## config.mk

```make
export PLATFORM = sky130hd
export DESIGN_NAME = seq_detect_param
export DESIGN_NICKNAME = d
export VERILOG_FILES = /design/src/rtl/seq_det_pkg.sv /design/src/rtl/seq_match_counter.sv /design/src/rtl/seq_detect_param.sv
export SDC_FILE = /design/constraint.sdc
export NUM_CORES = 1
export LEC_CHECK = 0
export ABC_AREA = 1
export BUFFER_PORTS_ARGS = -buffer_cell sky130_fd_sc_hd__buf_2
export CORE_MARGIN = 2
export CORE_UTILIZATION = 45
export CTS_BUF_LIST = sky130_fd_sc_hd__clkbuf_16
export DETAILED_ROUTE_END_ITERATION = 8
export PLACE_DENSITY = 0.82
export SYNTH_ARGS = -nofsm -noshare
export SYNTH_HDL_FRONTEND = slang
export SYNTH_SLANG_ARGS = --single-unit
```

## constraint.sdc

```tcl
create_clock -name fsm_clk -period 1.49 [get_ports fsm_clk]
set_clock_uncertainty 0.15 [all_clocks]
set_input_delay 0 -clock fsm_clk [delete_from_list [all_inputs] [get_ports fsm_clk]]
set_output_delay 0 -clock fsm_clk [all_outputs]
set_load 0.005 [all_outputs]
```

## src/rtl/seq_det_pkg.sv

```systemverilog
`default_nettype none
// ============================================================================
// Module      : seq_det_pkg
// Description : Shared constants and helpers for the parametrised serial
//               sequence detector. It holds the default pattern length, the
//               default counter width, the default reset pattern, and the
//               function that sizes the fill-level register.
// Revision    : 1.0 - initial release
// ============================================================================
package seq_det_pkg;

  localparam int          PAT_W_DEF   = 5;
  localparam int          CNT_W_DEF   = 8;
  localparam logic [4:0]  DEF_PAT_DEF = 5'b10101;

  // Width needed to hold a fill level from 0 up to and including pat_w.
  function automatic int fill_w(input int pat_w);
    return $clog2(pat_w + 1);
  endfunction

endpackage : seq_det_pkg
`default_nettype wire

```

## src/rtl/seq_match_counter.sv

```systemverilog
`default_nettype none
// ============================================================================
// Module      : seq_match_counter
// Description : Saturating match counter with a synchronous clear. When clear
//               and increment occur on the same edge, the count becomes 1.
//               The counter holds at all-ones and never wraps.
// Ports       : clk_i   - clock
//               rst_ni  - synchronous active-low reset
//               clr_i   - clear strobe
//               inc_i   - increment strobe (one match)
//               cnt_o   - registered count, CNT_W bits
// Revision    : 1.0 - initial release
// ============================================================================
module seq_match_counter
  import seq_det_pkg::*;
#(
  parameter int CNT_W = CNT_W_DEF
) (
  input  logic             clk_i,
  input  logic             rst_ni,
  input  logic             clr_i,
  input  logic             inc_i,
  output logic [CNT_W-1:0] cnt_o
);

  localparam logic [CNT_W-1:0] c_CNT_MAX = {CNT_W{1'b1}};
  localparam logic [CNT_W-1:0] c_CNT_ONE = CNT_W'(1);

  logic [CNT_W-1:0] cnt_q;
  logic [CNT_W-1:0] cnt_d;

  always_comb begin
    cnt_d = cnt_q;
    if (clr_i) begin
      // A match on the clearing edge still counts.
      cnt_d = inc_i ? c_CNT_ONE : '0;
    end else if (inc_i && (cnt_q != c_CNT_MAX)) begin
      cnt_d = cnt_q + c_CNT_ONE;
    end
  end

  always_ff @(posedge clk_i) begin
    if (!rst_ni) begin
      cnt_q <= '0;
    end else begin
      cnt_q <= cnt_d;
    end
  end

  assign cnt_o = cnt_q;

endmodule : seq_match_counter
`default_nettype wire

```

## src/rtl/seq_detect_param.sv

```systemverilog
`default_nettype none
// ============================================================================
// Module      : seq_detect_param
// Description : Parametrised serial pattern detector. Valid input bits shift
//               into a history register. A match occurs when the history is
//               full and equals the programmable pattern. The detector
//               supports overlapping and non-overlapping detection, a
//               runtime pattern load, and a saturating match counter.
// Ports       : fsm_clk   - clock
//               rst_n     - synchronous active-low reset
//               din       - serial data bit
//               din_vld   - din qualifier
//               overlap   - 1 = overlapping detection, 0 = non-overlapping
//               pat_load  - strobe: load pat_in, clear history/fill
//               pat_in    - new pattern (MSB received first)
//               cnt_clr   - strobe: clear match_cnt
//               seq_det   - registered one-cycle detection pulse
//               match_cnt - registered saturating match count
//               fill      - registered number of valid history bits
// Revision    : 1.0 - initial release
// ============================================================================
module seq_detect_param
  import seq_det_pkg::*;
#(
  parameter int               PAT_W   = PAT_W_DEF,
  parameter int               CNT_W   = CNT_W_DEF,
  parameter logic [PAT_W-1:0] DEF_PAT = PAT_W'(DEF_PAT_DEF)
) (
  input  logic                        fsm_clk,
  input  logic                        rst_n,
  input  logic                        din,
  input  logic                        din_vld,
  input  logic                        overlap,
  input  logic                        pat_load,
  input  logic [PAT_W-1:0]            pat_in,
  input  logic                        cnt_clr,
  output logic                        seq_det,
  output logic [CNT_W-1:0]            match_cnt,
  output logic [fill_w(PAT_W)-1:0]    fill
);

  localparam int                  FILL_W      = fill_w(PAT_W);
  localparam logic [FILL_W-1:0]   c_FILL_FULL = FILL_W'(PAT_W);
  localparam logic [FILL_W-1:0]   c_FILL_ONE  = FILL_W'(1);

  // Parameter legality checks, evaluated at elaboration.
  if ((PAT_W < 2) || (PAT_W > 16)) begin : g_bad_pat_w
    $error("seq_detect_param: PAT_W=%0d outside legal range 2..16", PAT_W);
  end
  if ((CNT_W < 1) || (CNT_W > 16)) begin : g_bad_cnt_w
    $error("seq_detect_param: CNT_W=%0d outside legal range 1..16", CNT_W);
  end

  logic [PAT_W-1:0]  pat_q,  pat_d;
  logic [PAT_W-1:0]  hist_q, hist_d;
  logic [FILL_W-1:0] fill_q, fill_d;
  logic              det_q,  det_d;

  logic [PAT_W-1:0]  w_hist_shift;
  logic [FILL_W-1:0] w_fill_inc;
  logic              w_match;

  // The shifted history and the saturated fill are the post-shift values.
  // The match decision is made on these values, so the pulse lines up with
  // the edge that samples the final pattern bit.
  assign w_hist_shift = {hist_q[PAT_W-2:0], din};
  assign w_fill_inc   = (fill_q == c_FILL_FULL) ? fill_q : (fill_q + c_FILL_ONE);

  always_comb begin
    pat_d   = pat_q;
    hist_d  = hist_q;
    fill_d  = fill_q;
    det_d   = 1'b0;
    w_match = 1'b0;
    if (pat_load) begin
      pat_d  = pat_in;
      hist_d = '0;
      fill_d = '0;
    end else if (din_vld) begin
      w_match = (w_fill_inc == c_FILL_FULL) && (w_hist_shift == pat_q);
      hist_d  = w_hist_shift;
      // Non-overlapping mode restarts the fill level, so the next match
      // must be built entirely from fresh bits.
      fill_d  = (w_match && !overlap) ? '0 : w_fill_inc;
      det_d   = w_match;
    end
  end

  always_ff @(posedge fsm_clk) begin
    if (!rst_n) begin
      pat_q  <= DEF_PAT;
      hist_q <= '0;
      fill_q <= '0;
      det_q  <= 1'b0;
    end else begin
      pat_q  <= pat_d;
      hist_q <= hist_d;
      fill_q <= fill_d;
      det_q  <= det_d;
    end
  end

  seq_match_counter #(
    .CNT_W (CNT_W)
  ) u_match_counter (
    .clk_i  (fsm_clk),
    .rst_ni (rst_n),
    .clr_i  (cnt_clr),
    .inc_i  (w_match),
    .cnt_o  (match_cnt)
  );

  assign seq_det = det_q;
  assign fill    = fill_q;

endmodule : seq_detect_param
`default_nettype wire

```

# After elaboration in Yosys (flattened, before gate mapping)
# Cells that the tools add are included.
# word_totals
latchBits	0
romBits	0
elab_cells	25
output_inout_bits	12
mem_count	0
ramBits	0
regBits	21
# classes
addsub	2
mul	0
div_mod_pow	0
order_cmp	0
muxes	7
n_shift	0
n_eq_ne	4
bitwise	1
reduce_logical	6
# op_table
cell	count
2-to-1 mux 8 bit	2
adder 8 x 1 -> 8 bit (second input constant)	1
!= test 8 bit (second input constant)	1
== test 3 bit (second input constant)	2
2-to-1 mux 3 bit	2
== test 5 bit	1
adder 3 x 1 -> 3 bit (second input constant)	1
logical AND 1 bit	3
2-to-1 mux 1 bit	3
nonzero test 2 bit	1
OR reduction 2 bit	1
logical NOT 1 bit	1
inverter 1 bit	1

# Longest topological paths before layout
# Gate-level depths: netlist of the first run.
# depth
word_depth	9
mapped_depth	12

# Modules after synthesis
# Synthesis of the first run repeated with hierarchy kept, for this count alone.
# hier_totals
hier_cells	163
hier_area_um2	1142.3
# by_module_without_submodules
module	area_per_inst_um2	cells_per_inst	seq_area_each_um2	n_inst
seq_detect_param	650.6	88	260.2	1
seq_match_counter	491.7	75	160.2	1

# Worst setup path before layout of the first run
# Ideal clock, no wire load.
# synth_timing
path_kind	reg-to-reg
startpoint	reg u_match_counter.cnt_q[0], in the netlist u_match_counter.cnt_o[0]
endpoint	reg u_match_counter.cnt_q[0], in the netlist u_match_counter.cnt_o[0]
n_path_buf	0
slack_ps	16
setup_time_ps	64
arrival_ps	1260
required_time_ps	1276
path_stages_with_launch	10
cell_sequence	dfxtp_1 > ha_1 > nand2_1 > nor2_2 > nand2_2 > nand4_2 > nand2_1 > nor2_1 > nor2_1 > nor2_1
# synth_between
elab_chain_len	3
word_cells_on_any_way	6
classes_between	1 x add/sub; 1 x eq/ne; 2 x mux; 2 x reduce/logical
# synth_lines
element	line_no	source
start: declaration	seq_match_counter.sv:29	logic [CNT_W-1:0] cnt_q;
start signal: assignment	seq_match_counter.sv:46	cnt_q <= cnt_d;
adder 8 x 1 -> 8 bit or != test 8 bit (tied branches)	seq_match_counter.sv:38, seq_match_counter.sv:37	
2-to-1 mux 8 bit or logical AND 1 bit (tied branches)	seq_match_counter.sv:37	end else if (inc_i && (cnt_q != c_CNT_MAX)) begin
2-to-1 mux 8 bit or nonzero test 2 bit (tied branches)	--	
# Parallel ways exist; a longest one is shown, timed or not. The select of a mux whose other input is x is not followed.
# A chain may end at the register's enable or synchronous reset.

# Worst setup path after layout of the first run
# layout_timing
startpoint	reg pat_q[0]
endpoint	reg fill_q[2], in the netlist fill[2]
# layout_between
elab_chain_len	4
# layout_lines
element	line_no	source
start: declaration	seq_detect_param.sv:54	logic [PAT_W-1:0] pat_q, pat_d;
start signal: assignment	seq_detect_param.sv:96	pat_q <= pat_d;
== test 5 bit	seq_detect_param.sv:80	w_match = (w_fill_inc == c_FILL_FULL) && (w_hist_shift == pat_q);
logical AND 1 bit	seq_detect_param.sv:80	
logical AND 1 bit	seq_detect_param.sv:84	fill_d = (w_match && !overlap) ? '0 : w_fill_inc;
2-to-1 mux 3 bit	seq_detect_param.sv:84	
end signal: assignment	seq_detect_param.sv:98	fill_q <= fill_d;
end: declaration	seq_detect_param.sv:56	logic [FILL_W-1:0] fill_q, fill_d;
# Every way passes these cells.

==> results.md, run 1 <==
* Post-DRT Antenna Nets at 0
* CTS max path bufs at 2
* Reg clk slew, reported paths at roughly 0.060 ns
* Reg area at 435 um^2
* Die Y at 54.0 um
* Initial antenna violation count at 0
* Die area at 2920 um^2
* Fmax at 651 MHz
* Dpl hpwl at 1.71 mm
* Yosys top cell by area: dfxtp_1
* Total gr overflow at 0
* Failing checks: negative hold slack, negative setup slack
* Setup crit start kind: flip-flop
* Chip width at 54.0 um
* Multi-input gate area at 672 um^2
* DR iter-0 viols at 34
* Worst slack, placed at -0.00854 ns
* First-pass GRT wire length at 4.42 mm
* Final setup violation count at 6
* Initial Util at between 40 and 50%
* Post-Syn Area at 1120 um^2
* YS warnings at 0
* Net Count, Synth at 184
* CTS root buffer: clkbuf_16
* DRC viols at 0
* Vias at about 1.2k
* Vias/cell at slightly below 5
* Iteration count of the initial detailed-routing pass at 6
* Max VDD drop at 0.000663 V
* Final hold vios at 1
* Share of the synthesized area in the top cell type at 37.4%
* Final WL at 2.99 mm
* Post-Route Setup TNS at -0.184 ns
* Diodes inserted at 0
* Most frequent cells in the layout: nand2_1, buf_2, inv_1, dlygate4sd3_1, nor2_1
* Worst-skew pair later-pin latency at about 0.26 ns
* Port buffer count at 23
* Relative slew slack at 70.5%
* Core ar. at 2430 um^2
* Critical path type: reg2reg
* Post-layout nets at 238
* Post-Layout Cell Count at 252
* CP Data Required Time at roughly 1.5 ns
* Synth area leaders: dfxtp_1, nand2_1, inv_1, nor2_1, a21oi_1
* Status: finished, violations left
* FP Rows at 18
* Wirelength per Cell at 11.9 um
* Max Cap Viol at 0
* Leakage at roughly 0.77 nW
* RSZ-0062 raised after global routing: true
* Tmin final at 1.54 ns
* Final worst slack at -0.0450 ns
* All-Layer GR Usage at 20.7%
* Fill count at 180
* Final hold slack at -0.00224 ns
* Sequential share of the synthesized area at ~37%
* Placed cell count at around 230
* Share of cells above drive strength 1 at 39.2%
* Number of global-route vias before repair at 1096
* Clock Sinks at 21
* CTS buffer count at 3
* Util after Layout at 70.8%
* Crit share post-route at 103%
* Final Max Tran Viols at 0
* CP Data Arrival Time at around 1.5 ns
* Mapped Cells at about 170
* Most common cell after layout, fill and taps aside: nand2_1
* CP Capture Type: flip-flop
* Yosys reg bits at 21
* CTS tree: done
* Count of cell types in the netlist at 22
* Worst hold path type: in2reg
* Area delta synth->final at 53.1%
* Crit path max fanout at 3
* Power Density at 778 nW/um^2
* # H-tree levels at 1
* Worst Tran Pin Value at roughly 0.44 ns
* Syn avg cell area at 6.66 um^2
* RD Place Congestion at 0.901
* Num ports at 24
* Largest net degree at the start of global routing at 12
-- registers in the layout, indices dropped and copies added, names as in the netlist --
signal and cells:
hist_q 4, fill 3, pat_q 5, u_match_counter.cnt_o 8, seq_det 1
-- worst max-delay path: stages, from the launching register on --
cell and delay, ns:
dfxtp_1 0.32, inv_1 0.07, nand2_2 0.08, nand2_2 0.07, nor2_4 0.15, buf_4 0.13, nand2_1 0.06, nor2_1 0.15
nand2_1 0.10, nand2_2 0.10, a21oi_1 0.05
-- per-layer routing --
| metal | up-vias | GRT usage (%) | wire (um) |
|---|---|---|---|
| met2 | 36 | 35.8 | 1490 |
| met5 | - | 0 | 0 |
| met1 | 553 | 25.8 | 1320 |
| li1 | 634 | - | - |
| met4 | 0 | 5.83 | 51 |
| met3 | 6 | 4.44 | 127 |
-- final timing paths --
check / start / endpoint / slack, ns / depth (start not counted)
hold / removal: din_vld / fill[2] / -0.002 / 4
setup reg to reg: pat_q[0] / fill[2] / -0.05 / 10
hold reg to reg: pat_q[2] / pat_q[2] / 0.33 / 2
setup / recovery: pat_q[0] / fill[2] / -0.05 / 10
-- area by class of cell --
class	instances	share of cell area [%]
clock buffers	3	4.36
well taps	30	2.18
flip-flops and latches	21	25.3
inverters	31	6.90
repair buffers	51	22.0
multi-input cells	115	39.0
clock inverters	1	0.218
-- power by group --
part           total [mW]  switching [mW]  internal, mW
registers           0.591          0.0125         0.579
clock network       0.570           0.212         0.358
logic               0.178          0.0939        0.0840
total                1.34           0.318          1.02
-- cell usage after synthesis --
cell type	number
nor2_4	3
nor3_1	3
nand3b_2	1
a211oi_1	1
nand2_2	2
buf_2	1
o21bai_1	1
dfxtp_1	21
xor2_1	1
a21oi_1	13
ha_1	3
o21ai_0	12
nand3_2	1
nor2_2	4
nand3_1	8
nor2_1	20
nand2_1	41
buf_4	1
inv_1	25
inv_2	5
nand4_2	1
clkinv_1	1
-- stage by stage --
| step | total power [mW] | instance area (um^2) |
|---|---|---|
| 5_1_grt | 1.38 | 1720 |
| 3_3_place_gp | 0.709 | 1330 |
| 6_report | 1.34 | 1720 |
| 2_1_floorplan | 0.677 | 1120 |
| 4_1_cts | 1.31 | 1610 |
| 3_5_place_dp | 0.711 | 1330 |
-- timing repair --
item,CTS,global route
buffers inserted,0,2
hold buffers,19,0
endpoints found under the setup margin,1,11
pin swaps,0,18
endpoints found under the hold margin,19,0
gates resized for setup,2,43
-- cells by family (layout without fill, tap and decap cells) --
kind of cell,Yosys count,after routing,share of synthesized area (%)
AO/OA/AOI/OAI,27,27,12.5
XOR/XNOR,1,1,0.779
adder cells (fa/ha/maj),3,3,3.34
buffers and inverters,33,86,11.5
flip-flops,21,21,37.4
AND/OR/NAND/NOR,84,84,34.6
Power figures use the tool's default switching activity.
==> run 2: changes to the inputs <==
--- a/config.mk
+++ b/config.mk
@@ -11,7 +11,8 @@
 export CORE_UTILIZATION = 45
 export CTS_BUF_LIST = sky130_fd_sc_hd__clkbuf_16
 export DETAILED_ROUTE_END_ITERATION = 8
-export PLACE_DENSITY = 0.82
+export PLACE_DENSITY = 0.81
 export SYNTH_ARGS = -nofsm -noshare
 export SYNTH_HDL_FRONTEND = slang
+export SYNTH_HIERARCHICAL = 1
 export SYNTH_SLANG_ARGS = --single-unit
==> run 2 against run 1 <==
The run still ends with negative hold slack, negative setup slack left. Highest routed layer unchanged. Routed wire length grew 0.97%. Register-to-register slack gained 0.02 ns. Sequential share of layout area grew 0.30 points. Power grew 0.35%. Final area shrank 1.7%. Setup slack gained 0.018 ns. Synthesized area grew 1.6%. Cell count shrank 2.0%. Non-clock buffer count is the same. Hold slack lost 0.060 ns. Largest cell class unchanged. Combinational power grew 6%. Via count shrank 0.41%.
==> results.md, run 2 <==
* Clk pwr share at 41.3%
* Final Max Tran Viols at 0
* Sw frac at 23.5%
* Crit share post-route at 102%
* Failing checks: negative hold slack, negative setup slack
* Comb pwr share at between 10% and 20%
* Most frequent CP cell: nand2_2
* Most common cell after layout, fill and taps aside: nand2_1
* Initial Util at around 47%
* Yosys top cell by area: dfxtp_1
* List of most frequent post-synthesis cells: nand2_1, inv_1, dfxtp_1
* Chip width at 54.4 um
* Status: finished, violations left
* Area delta synth->final at 48.1%
* Fmax at 659 MHz
* Diodes inserted at 0
* # H-tree levels at 1
* Yosys reg bits at 21
* Final worst slack at -0.0268 ns
* Critical-path cell list: inv_1 > nand2_2 > nand2_2 > nor2_4 > nand3_4 > nor2_4 > nand2_4 > nand2_4 > nand2_2 > a21oi_2
* WL met2 at ~1.6 mm
* Final hold vios at 2
* Met3 wire length at 140 um
* CTS max path bufs at 2
* Top Layer Used: met4
* Die Y at between 50 and 60 um
* Primary FF master, synth: dfxtp_1
* Reg clk slew, reported paths at 0.06 ns
* NetSw at around 0.32 mW
* Final instance area at 1690 um^2
* Wl on met1 at approximately 1.2 mm
* All-Layer GR Usage at 21.1%
* FF-to-FF path depth at 10
* Port buffer count at 23
* DRC viols at 0
* Wirelength per Cell at 12.2 um
* Power Density at slightly below 800 nW/um^2
* Final setup violation count at 4
* Synth area leaders: dfxtp_1, nand2_1, inv_1, a21oi_1, nor2_1
* Core ar. at 2430 um^2
* DR iter-0 viols at 28
* Crit path max fanout at 6
* Die area at 2960 um^2
* Asr flop ratio synth at 0%
* CP Capture Type: flip-flop
* Post-layout nets at 233
* Share of the synthesized area in the top cell type at 36.8%
* CTS tree: done
* Critical path type: reg2reg
* Worst-skew pair later-pin latency at 0.25 ns
* Max FFs per register at 8
* Max incr delay on CP at 0.32 ns
* Count of cell types in the netlist at 24
* Mapped Cells at 163
* CTS root buffer: clkbuf_16
* CTS buffer count at 3
* Post-Layout Cell Count at approximately 250
* Pint at between 1 and 1.5 mW
* Num ports at 24
* Worst hold path type: in2reg
* Leakage at 0.786 nW
* Syn avg cell area at 7.01 um^2
* Post-Syn Area at approximately 1100 um^2
* Hold path cells at 2
* Worst slack, placed at -0.0453 ns
* Vias at 1224
* Sequential share of the synthesized area at 36.8%
* Placed instance area at 1370 um^2
* Final hold slack at -0.0619 ns
* CP Data Arrival Time at 1.56 ns
* Most instantiated library cell after synthesis: nand2_1
* Initial antenna violation count at 0
* Max VDD drop at 0.000788 V
* Dpl hpwl at 1.87 mm
* Vias/cell at 4.96
* Final WL at 3.02 mm
* RD Place Congestion at roughly 0.8
* Largest net degree at the start of global routing at 12
* First-pass GRT wire length at 4.40 mm
* YS warnings at 6
* Highest-delay cell along the critical path: dfxtp_2
* Max Cap Viol at 0
* Number of global-route vias before repair at just over 1k
* Share of cells above drive strength 1 at 42.9%
* Post-synth EDFFs at 0
* Post-DRT Antenna Nets at 0
* Setup crit start kind: flip-flop
* Worst Tran Pin Value at 0.311 ns
* Post-Route Setup TNS at -0.0590 ns
* Placed cell count at about 230
* Clock Sinks at 21
* RSZ-0062 raised after global routing: true
* Iteration count of the initial detailed-routing pass at 4
* Flop pwr share at between 40 and 50%
* Total gr overflow at 0
* Relative slew slack at between 70 and 80%
* Net Count, Synth at 178
* Most frequent cells in the layout: nand2_1, buf_2, inv_1
* Tmin final at 1.52 ns
* CP Data Required Time at 1.53 ns
* FP Rows at 18
## run 2: changes by cell type in the layout (fill, tap and decap cells not counted), moves of 4 or more
cell / delta
nand2_1: -4
a21oi_2: +4
dlygate4sd3_1: -5
nand3_1: +4
buf_4: +5
o21ai_0: -4
## run 2: repair_timing
item                                    4_1_cts  5_1_grt
hold buffers                                 16        0
hold endpoints to repair                     21        0
buffers inserted                              2        2
cloned                                        0        0
resized for setup                             7       28
endpoints found under the setup margin        5       10
pin swaps                                     2       15
## run 2: worst paths after layout
check | start | to | slack, ns
worst max-delay path | pat_q[1] | u_match_counter/cnt_o[0] | -0.03
worst max register to register | pat_q[1] | u_match_counter/cnt_o[0] | -0.03
worst min-delay path | pat_load | pat_q[2] | -0.06
worst min register to register | pat_q[3] | pat_q[3] | 0.31
## run 2: kinds of logic (layout without fill, tap and decap cells)
kind of cell	count (synthesis)	in the layout	share of synthesized area (%)
buffers and inverters	27	81	8.98
flip-flops	21	21	36.8
AO/OA/AOI/OAI	30	30	14.2
adder cells (fa/ha/maj)	3	3	3.29
AND/OR/NAND/NOR	82	82	36.7
## run 2: cell type report
type	count	area (um^2)
inverter	26	97.6
fill	214	741
tap	30	37.5
clock inverter	1	3.75
timing repair buffer	51	360
clock buffer	3	75.1
multi-input combinational	115	684
sequential	21	433
## run 2: through the flow
stage	util [%]	total power, mW
6_report	69.5	1.34
5_1_grt	69.5	1.40
4_1_cts	67.4	1.34
3_5_place_dp	56.4	0.738
3_3_place_gp	56.4	0.737
2_1_floorplan	-	0.688
## run 2: power groups by stage
stage | logic, mW | registers (mW) | clock network (mW)
floorplan | 0.0816 | 0.607 | 0
global placement | 0.131 | 0.606 | 0
detailed placement | 0.132 | 0.607 | 0
CTS | 0.169 | 0.596 | 0.571
global route | 0.208 | 0.603 | 0.584
finish | 0.188 | 0.601 | 0.555
## run 2: per-layer routing
metal  vias to the layer above  GRT usage, %
met4                         0          7.50
met1                       549          25.4
li1                        630             -
met5                         -             0
met2                        36          37.6
met3                         9          3.28
## run 2: critical path: cells and delay by family (launching register included)
family	cells	cell delay [ns]
AND/OR/NAND/NOR	8	0.80
flip-flops	1	0.32
AO/OA/AOI/OAI	1	0.13
buffers and inverters	1	0.06
